`config.mk`:
```
export PLATFORM = sky130hd
export DESIGN_NAME = mul_csa_pipe
export DESIGN_NICKNAME = d
export VERILOG_FILES = /design/src/rtl/mul_pkg.sv /design/src/rtl/csa32.sv /design/src/rtl/mul_csa_pipe.sv
export SDC_FILE = /design/constraint.sdc
export NUM_CORES = 2
export LEC_CHECK = 0
export ABC_AREA = 1
export CAP_MARGIN = 15
export CORE_AREA = 2 2 451 453
export CTS_BUF_LIST = sky130_fd_sc_hd__clkbuf_8
export CTS_CLUSTER_DIAMETER = 50
export DETAILED_ROUTE_END_ITERATION = 16
export DIE_AREA = 0 0 453 455
export GPL_TIMING_DRIVEN = 0
export PLACE_DENSITY_LB_ADDON = 0.15
export SYNTH_ARGS = -nofsm -noshare
export SYNTH_HDL_FRONTEND = slang
export SYNTH_SLANG_ARGS = --single-unit
```
`constraint.sdc`:
```
create_clock -name clk -period 72.5 [get_ports clk]
set_input_delay 18.125 -clock clk [delete_from_list [all_inputs] [get_ports clk]]
set_output_delay 18.125 -clock clk [all_outputs]
set_load 0.02 [all_outputs]
```
`src/rtl/mul_pkg.sv`:
```
// rtl/mul_pkg.sv - shared widths, partial-product vector type and stage control payload for mul_csa_pipe
package mul_pkg;

    localparam int MUL_W  = 32;
    localparam int PROD_W = 64;
    localparam int NUM_PP = 32;

    typedef logic [NUM_PP-1:0][MUL_W-1:0] pp_vec_t;

    typedef struct packed {
        logic is_signed;
        logic hi;
    } op_ctrl_t;

    // Widen one partial product to the product width before it is shifted into place.
    function automatic logic [PROD_W-1:0] ext_row(input logic [MUL_W-1:0] pp, input logic is_signed);
        return is_signed ? {{MUL_W{pp[MUL_W-1]}}, pp} : {{MUL_W{1'b0}}, pp};
    endfunction

endpackage

```
`src/rtl/csa32.sv`:
```
// rtl/csa32.sv - generic-width 3:2 carry-save adder row; carry is pre-shifted and truncated to W bits
module csa32 #(
    parameter int W = 64
) (
    input  logic [W-1:0] a,
    input  logic [W-1:0] b,
    input  logic [W-1:0] c,
    output logic [W-1:0] sum,
    output logic [W-1:0] carry
);

    assign sum   = a ^ b ^ c;
    assign carry = {(a[W-2:0] & b[W-2:0]) | (a[W-2:0] & c[W-2:0]) | (b[W-2:0] & c[W-2:0]), 1'b0};

endmodule

```
`src/rtl/mul_csa_pipe.sv`:
```
// rtl/mul_csa_pipe.sv - 3-stage CSA reduction + CPA of Booth partial products with valid/ready, stall and flush
// Optional counters perf_ops/perf_stall are built when MUL_CSA_PERF_CNT_EN is defined.
module mul_csa_pipe
    import mul_pkg::*;
#(
    parameter int ID_W = 5
) (
    input  logic              clk,
    input  logic              reset,
    input  logic              flush,
    input  logic              in_valid,
    output logic              in_ready,
    input  logic              in_signed,
    input  logic              in_hi,
    input  logic [ID_W-1:0]   in_tag,
    input  pp_vec_t           in_pp,
    input  logic [NUM_PP-1:0] in_sign,
    output logic              out_valid,
    input  logic              out_ready,
    output logic [PROD_W-1:0] out_prod,
    output logic [MUL_W-1:0]  out_result,
    output logic [ID_W-1:0]   out_tag
`ifdef MUL_CSA_PERF_CNT_EN
    ,
    output logic [31:0]       perf_ops,
    output logic [31:0]       perf_stall
`endif
);

    typedef struct packed {
        op_ctrl_t        ctrl;
        logic [ID_W-1:0] tag;
    } payload_t;

    logic              s1_valid_q, s1_valid_d;
    payload_t          s1_pl_q, s1_pl_d;
    pp_vec_t           s1_pp_q, s1_pp_d;
    logic [NUM_PP-1:0] s1_sign_q, s1_sign_d;

    logic              s2_valid_q, s2_valid_d;
    logic              s2_hi_q, s2_hi_d;
    logic [ID_W-1:0]   s2_tag_q, s2_tag_d;
    logic [PROD_W-1:0] s2_rows_q [6];
    logic [PROD_W-1:0] s2_rows_d [6];

    logic              s3_valid_q, s3_valid_d;
    logic [PROD_W-1:0] prod_q, prod_d;
    logic [MUL_W-1:0]  result_q, result_d;
    logic [ID_W-1:0]   tag_q, tag_d;

    logic s1_load, s2_load, s3_load, s3_fire;

    // S1 reduction: 33 -> 22 -> 15 -> 10 -> 7 -> 6 rows
    logic [PROD_W-1:0] r0 [33];
    logic [PROD_W-1:0] r1 [22];
    logic [PROD_W-1:0] r2 [15];
    logic [PROD_W-1:0] r3 [10];
    logic [PROD_W-1:0] r4 [7];
    logic [PROD_W-1:0] r5 [6];

    genvar g;
    for (g = 0; g < NUM_PP; g++) begin : g_rows
        assign r0[g] = ext_row(s1_pp_q[g], s1_pl_q.ctrl.is_signed) << g;
    end
    assign r0[NUM_PP] = s1_pl_q.ctrl.is_signed ? {{(PROD_W-NUM_PP){1'b0}}, s1_sign_q} : '0;

    for (g = 0; g < 11; g++) begin : g_l1
        csa32 #(.W(PROD_W)) u_csa (.a(r0[3*g]), .b(r0[3*g+1]), .c(r0[3*g+2]),
                                   .sum(r1[2*g]), .carry(r1[2*g+1]));
    end
    for (g = 0; g < 7; g++) begin : g_l2
        csa32 #(.W(PROD_W)) u_csa (.a(r1[3*g]), .b(r1[3*g+1]), .c(r1[3*g+2]),
                                   .sum(r2[2*g]), .carry(r2[2*g+1]));
    end
    assign r2[14] = r1[21];
    for (g = 0; g < 5; g++) begin : g_l3
        csa32 #(.W(PROD_W)) u_csa (.a(r2[3*g]), .b(r2[3*g+1]), .c(r2[3*g+2]),
                                   .sum(r3[2*g]), .carry(r3[2*g+1]));
    end
    for (g = 0; g < 3; g++) begin : g_l4
        csa32 #(.W(PROD_W)) u_csa (.a(r3[3*g]), .b(r3[3*g+1]), .c(r3[3*g+2]),
                                   .sum(r4[2*g]), .carry(r4[2*g+1]));
    end
    assign r4[6] = r3[9];
    csa32 #(.W(PROD_W)) u_l5 (.a(r4[0]), .b(r4[1]), .c(r4[2]), .sum(r5[0]), .carry(r5[1]));
    for (g = 0; g < 4; g++) begin : g_l5_pass
        assign r5[2+g] = r4[3+g];
    end

    // S2 reduction: 6 -> 4 -> 3 -> 2 rows, then the carry-propagate add
    logic [PROD_W-1:0] t1 [4];
    logic [PROD_W-1:0] t2 [3];
    logic [PROD_W-1:0] t3 [2];
    logic [PROD_W-1:0] cpa_sum;

    csa32 #(.W(PROD_W)) u_sa0 (.a(s2_rows_q[0]), .b(s2_rows_q[1]), .c(s2_rows_q[2]),
                               .sum(t1[0]), .carry(t1[1]));
    csa32 #(.W(PROD_W)) u_sa1 (.a(s2_rows_q[3]), .b(s2_rows_q[4]), .c(s2_rows_q[5]),
                               .sum(t1[2]), .carry(t1[3]));
    csa32 #(.W(PROD_W)) u_sb0 (.a(t1[0]), .b(t1[1]), .c(t1[2]), .sum(t2[0]), .carry(t2[1]));
    assign t2[2] = t1[3];
    csa32 #(.W(PROD_W)) u_sc0 (.a(t2[0]), .b(t2[1]), .c(t2[2]), .sum(t3[0]), .carry(t3[1]));
    assign cpa_sum = t3[0] + t3[1];

    always_comb begin
        s3_fire  = s3_valid_q && out_ready;
        s3_load  = !flush && s2_valid_q && (!s3_valid_q || s3_fire);
        s2_load  = !flush && s1_valid_q && (!s2_valid_q || s3_load);
        in_ready = !flush && (!s1_valid_q || s2_load);
        s1_load  = in_valid && in_ready;

        s1_valid_d = !flush && (s1_load || (s1_valid_q && !s2_load));
        s2_valid_d = !flush && (s2_load || (s2_valid_q && !s3_load));
        s3_valid_d = !flush && (s3_load || (s3_valid_q && !s3_fire));

        s1_pl_d   = s1_pl_q;
        s1_pp_d   = s1_pp_q;
        s1_sign_d = s1_sign_q;
        if (s1_load) begin
            s1_pl_d.ctrl.is_signed = in_signed;
            s1_pl_d.ctrl.hi        = in_hi;
            s1_pl_d.tag            = in_tag;
            s1_pp_d                = in_pp;
            s1_sign_d              = in_sign;
        end

        s2_hi_d  = s2_load ? s1_pl_q.ctrl.hi : s2_hi_q;
        s2_tag_d = s2_load ? s1_pl_q.tag : s2_tag_q;
        for (int k = 0; k < 6; k++) begin
            s2_rows_d[k] = s2_load ? r5[k] : s2_rows_q[k];
        end

        prod_d   = prod_q;
        result_d = result_q;
        tag_d    = tag_q;
        if (s3_load) begin
            prod_d   = cpa_sum;
            result_d = s2_hi_q ? cpa_sum[PROD_W-1:MUL_W] : cpa_sum[MUL_W-1:0];
            tag_d    = s2_tag_q;
        end
    end

    always_ff @(posedge clk) begin
        if (reset) begin
            s1_valid_q <= 1'b0;
            s2_valid_q <= 1'b0;
            s3_valid_q <= 1'b0;
            prod_q     <= '0;
            result_q   <= '0;
            tag_q      <= '0;
        end else begin
            s1_valid_q <= s1_valid_d;
            s2_valid_q <= s2_valid_d;
            s3_valid_q <= s3_valid_d;
            prod_q     <= prod_d;
            result_q   <= result_d;
            tag_q      <= tag_d;
        end
    end

    // Wide datapath registers are qualified by their valid bit, so they need no reset.
    always_ff @(posedge clk) begin
        s1_pl_q   <= s1_pl_d;
        s1_pp_q   <= s1_pp_d;
        s1_sign_q <= s1_sign_d;
        s2_hi_q   <= s2_hi_d;
        s2_tag_q  <= s2_tag_d;
        s2_rows_q <= s2_rows_d;
    end

    assign out_valid  = s3_valid_q;
    assign out_prod   = prod_q;
    assign out_result = result_q;
    assign out_tag    = tag_q;

`ifdef MUL_CSA_PERF_CNT_EN
    logic [31:0] perf_ops_q, perf_ops_d;
    logic [31:0] perf_stall_q, perf_stall_d;

    always_comb begin
        perf_ops_d   = perf_ops_q + {31'b0, s3_fire};
        perf_stall_d = perf_stall_q + {31'b0, s3_valid_q && !out_ready};
    end

    always_ff @(posedge clk) begin
        if (reset) begin
            perf_ops_q   <= '0;
            perf_stall_q <= '0;
        end else begin
            perf_ops_q   <= perf_ops_d;
            perf_stall_q <= perf_stall_d;
        end
    end

    assign perf_ops   = perf_ops_q;
    assign perf_stall = perf_stall_q;
`endif

endmodule

```
==> impl_metrics.toml <==
[clock_network]
cts-resized-gates = 0
cts.sinks = 1466
cts_root_buffer = "clkbuf_8"
h-tree-depth = 5
cts_made_buffers = 287
worstSkewPairLatency_ns = 1.01
postCtsSetupRepairBufs = 0
cts_tree = "yes"
postCtsHoldBufs = 0
clockBufferDepth = 4
clk_pin_slew_ns = 0.06

[power]
switching_share_pct = 40.7
p_per_area_nw_per_um2 = 33.5
clkPwrFrac_pct = 22.7
p_seq_share_pct = 31.6
power_leakage_nw = 42.1
comb_power_share_pct = 45.6
total_power_mw = 3.34
p_switching_mw = 1.36
p_int_mw = 1.98
vdd_ir_drop_max_mv = 0.0183

[sta]
rsz0062_at_grt = "no"
maxSlewHeadroom_pct = 39.3
worst_slack_ns = 33.45
setup_viol = 0
tightestPinTransition_ns = 0.906
hold_viol = 0
drv_slew = 0
post-route-min-period_ns = 39.05
fin_skew_ns = 0.0914
fmax_ghz = 0.0256
min_period_over_period_pct = 53.9

[grt]
antenna_found_initial = 83
grt_max_degree = 135
grt-ovfl-total = 0
grt_pass1_vias = 50000
grt_use_total_pct = 22.0
grt_pass1_wl_um = 326000

[synth]
synth.cell_area_um2 = 79000
synth.avg_cell_area_um2 = 14.1
synthFlopType = "edfxtp_1"
ys_ff_latch = 1466
ys_seq_area_share_pct = 54.4
synth_warnings = 0
synthCells = 5621
postSynth.asyncResetShare_pct = 0
synth_nets = 7969
ys_types = 33
synth_edf_count = 1362

[routing]
ant_nets = 0
wl_um = 225000
vias_per_cell = 4.47
drcViolationCount = 0
wl_per_cell_um = 22.4
drt_iter0_drc = 2781
firstDrtPassIters = 7
vias = 44900

[critical_path]
critPathArrivalTime_ns = 20.92
cp_max_fo = 10
worstSetupPathType = "primary input to output pin"
worstPathRequired_ns = 54.38
crit_path_end_kind = "output pin"
worst_setup_path_start_kind = "primary input"

[placed_design]
dp_cells = 9499
dp_slack_ns = 33.43
gp_congestion = 0.889
portBuffers = 1169
dp_hpwl_um = 187000

[outcome]
outcome = "finished clean"

[die]
rows = 165
fp.dieW_um = 453
core_area_um2 = 201000
io_pins = 1171
start_util_pct = 39.2
die-area_um2 = 206000
die_h_um = 455

[finish]
nets = 9464
fill_cells = 17800
final_cells = 10000
areaGrowthSynthToFinish_pct = 26.4
finish.utilization_pct = 49.6
drive_gt1_share_pct = 6.48

[worst_hold_path]
hold_class = "flip-flop to flip-flop"

[job]
max_cap_violations = 0
[cells in the mapped netlist (all sizes together), types with 3 or more instances]
| cell | n | area [um2] |
|---|---|---|
| a21oi | 77 | 408 |
| and2 | 4 | 25.0 |
| buf | 18 | 78.8 |
| clkbuf | 28 | 105 |
| dfxtp | 104 | 2080 |
| edfxtp | 1362 | 40900 |
| fa | 1092 | 21900 |
| ha | 188 | 2350 |
| inv | 1580 | 5930 |
| nand2 | 748 | 2840 |
| nand3 | 162 | 851 |
| nand4 | 9 | 56.3 |
| nor2 | 122 | 533 |
| nor3 | 16 | 131 |
| o211ai | 61 | 458 |
| o21ai | 12 | 60.1 |
| o21bai | 8 | 63.8 |
| xnor2 | 23 | 201 |
| xor2 | 3 | 26.3 |
[flip-flops by register name, summed over array words and instances (netlist names)]
name and cells:
s1_pp_q 1024, s2_rows_q 293, out_prod 64, out_result 32, s1_sign_q 32, s1_pl_q 7, out_tag 5, s2_tag_q 5
out_valid 1, s1_valid_q 1, s2_hi_q 1, s2_valid_q 1
[critical path, cell delays in order]
cell,delay (ns)
clkdlybuf4s50_1,0.52
nor3_4,0.48
nor2_1,0.12
nor3_2,0.71
nor2_1,0.14
nor2_1,0.16
clkdlybuf4s50_1,0.66
[placed cells by master, fill, tap and decap left out, types with 7 or more instances in the layout]
| master | count |
|---|---|
| o21bai_1 | 7 |
| nand2_1 | 735 |
| clkinv_2 | 28 |
| diode_2 | 51 |
| nand3_1 | 154 |
| nor3_2 | 9 |
| a21oi_1 | 71 |
| o21ai_0 | 12 |
| nand3_2 | 8 |
| nor2_2 | 21 |
| nand2_2 | 13 |
| fa_1 | 1092 |
| buf_2 | 10 |
| dfxtp_1 | 104 |
| buf_1 | 8 |
| nor2_1 | 98 |
| edfxtp_1 | 1362 |
| ha_1 | 188 |
| clkinv_1 | 57 |
| o211ai_1 | 61 |
| buf_16 | 9 |
| nand4_1 | 9 |
| clkdlybuf4s50_1 | 1169 |
| buf_6 | 20 |
| clkbuf_8 | 306 |
| inv_1 | 1650 |
| xnor2_1 | 23 |
| clkbuf_1 | 26 |
| inv_2 | 12 |
[routing by layer]
layer  vias to the layer above  track usage [%]  wire [um]
li1                      20500                -          -
met1                     22600             25.4      82800
met2                      1311             39.1     116000
met3                       430             6.36      16900
met4                        70             7.41       7950
met5                         -                0        468
[through the flow]
step                area (um2)  setup TNS (ns)  hold slack, ns
floorplan                79000               0           0.400
global placement         94000        -9376.42           0.402
detailed placement       94600               0           0.405
CTS                      99700               0           0.419
global route             99800               0           0.427
finish                   99800               0           0.418
[power groups by stage]
stage          Combinational [mW]  Sequential [mW]  Clock, mW
6_report                     1.53             1.06      0.760
5_1_grt                      1.75             1.06      0.821
4_1_cts                      1.57             1.06      0.786
3_5_place_dp                 1.55             1.07          0
3_3_place_gp                 1.55             1.12          0
2_1_floorplan               0.943             1.10          0
[final timing paths]
path	from	end	slack, ns	depth (start not counted)
setup / recovery	flush	in_ready	33.45	7
hold / removal	s1_pp_q[0]	s2_rows_q[320]	0.42	0
setup reg to reg	s1_pl_q[6]	s2_rows_q[367]	66.32	11
hold reg to reg	s1_pp_q[0]	s2_rows_q[320]	0.42	0
[layout make-up]
type	count	area (um2)	share of cell area [%]
repair buffers	1206	12300	12.3
clock inverters	181	862	0.864
well taps	2672	3340	3.35
inverters	1581	5940	5.95
plain buffers	46	188	0.188
multi-input cells	2528	29900	30.0
diodes	51	128	0.128
flip-flops and latches	1466	43000	43.1
clock buffers	306	4210	4.22
[logic make-up after synthesis]
kind of cell | Yosys count | synth area share [%]
AO/OA/AOI/OAI | 159 | 1.26
XOR/XNOR | 26 | 0.288
adder cells (fa/ha/maj) | 1280 | 30.6
buffers and inverters | 1627 | 7.74
flip-flops | 1466 | 54.4
AND/OR/NAND/NOR | 1063 | 5.65
Note: power is estimated with default switching activity, not from simulation.
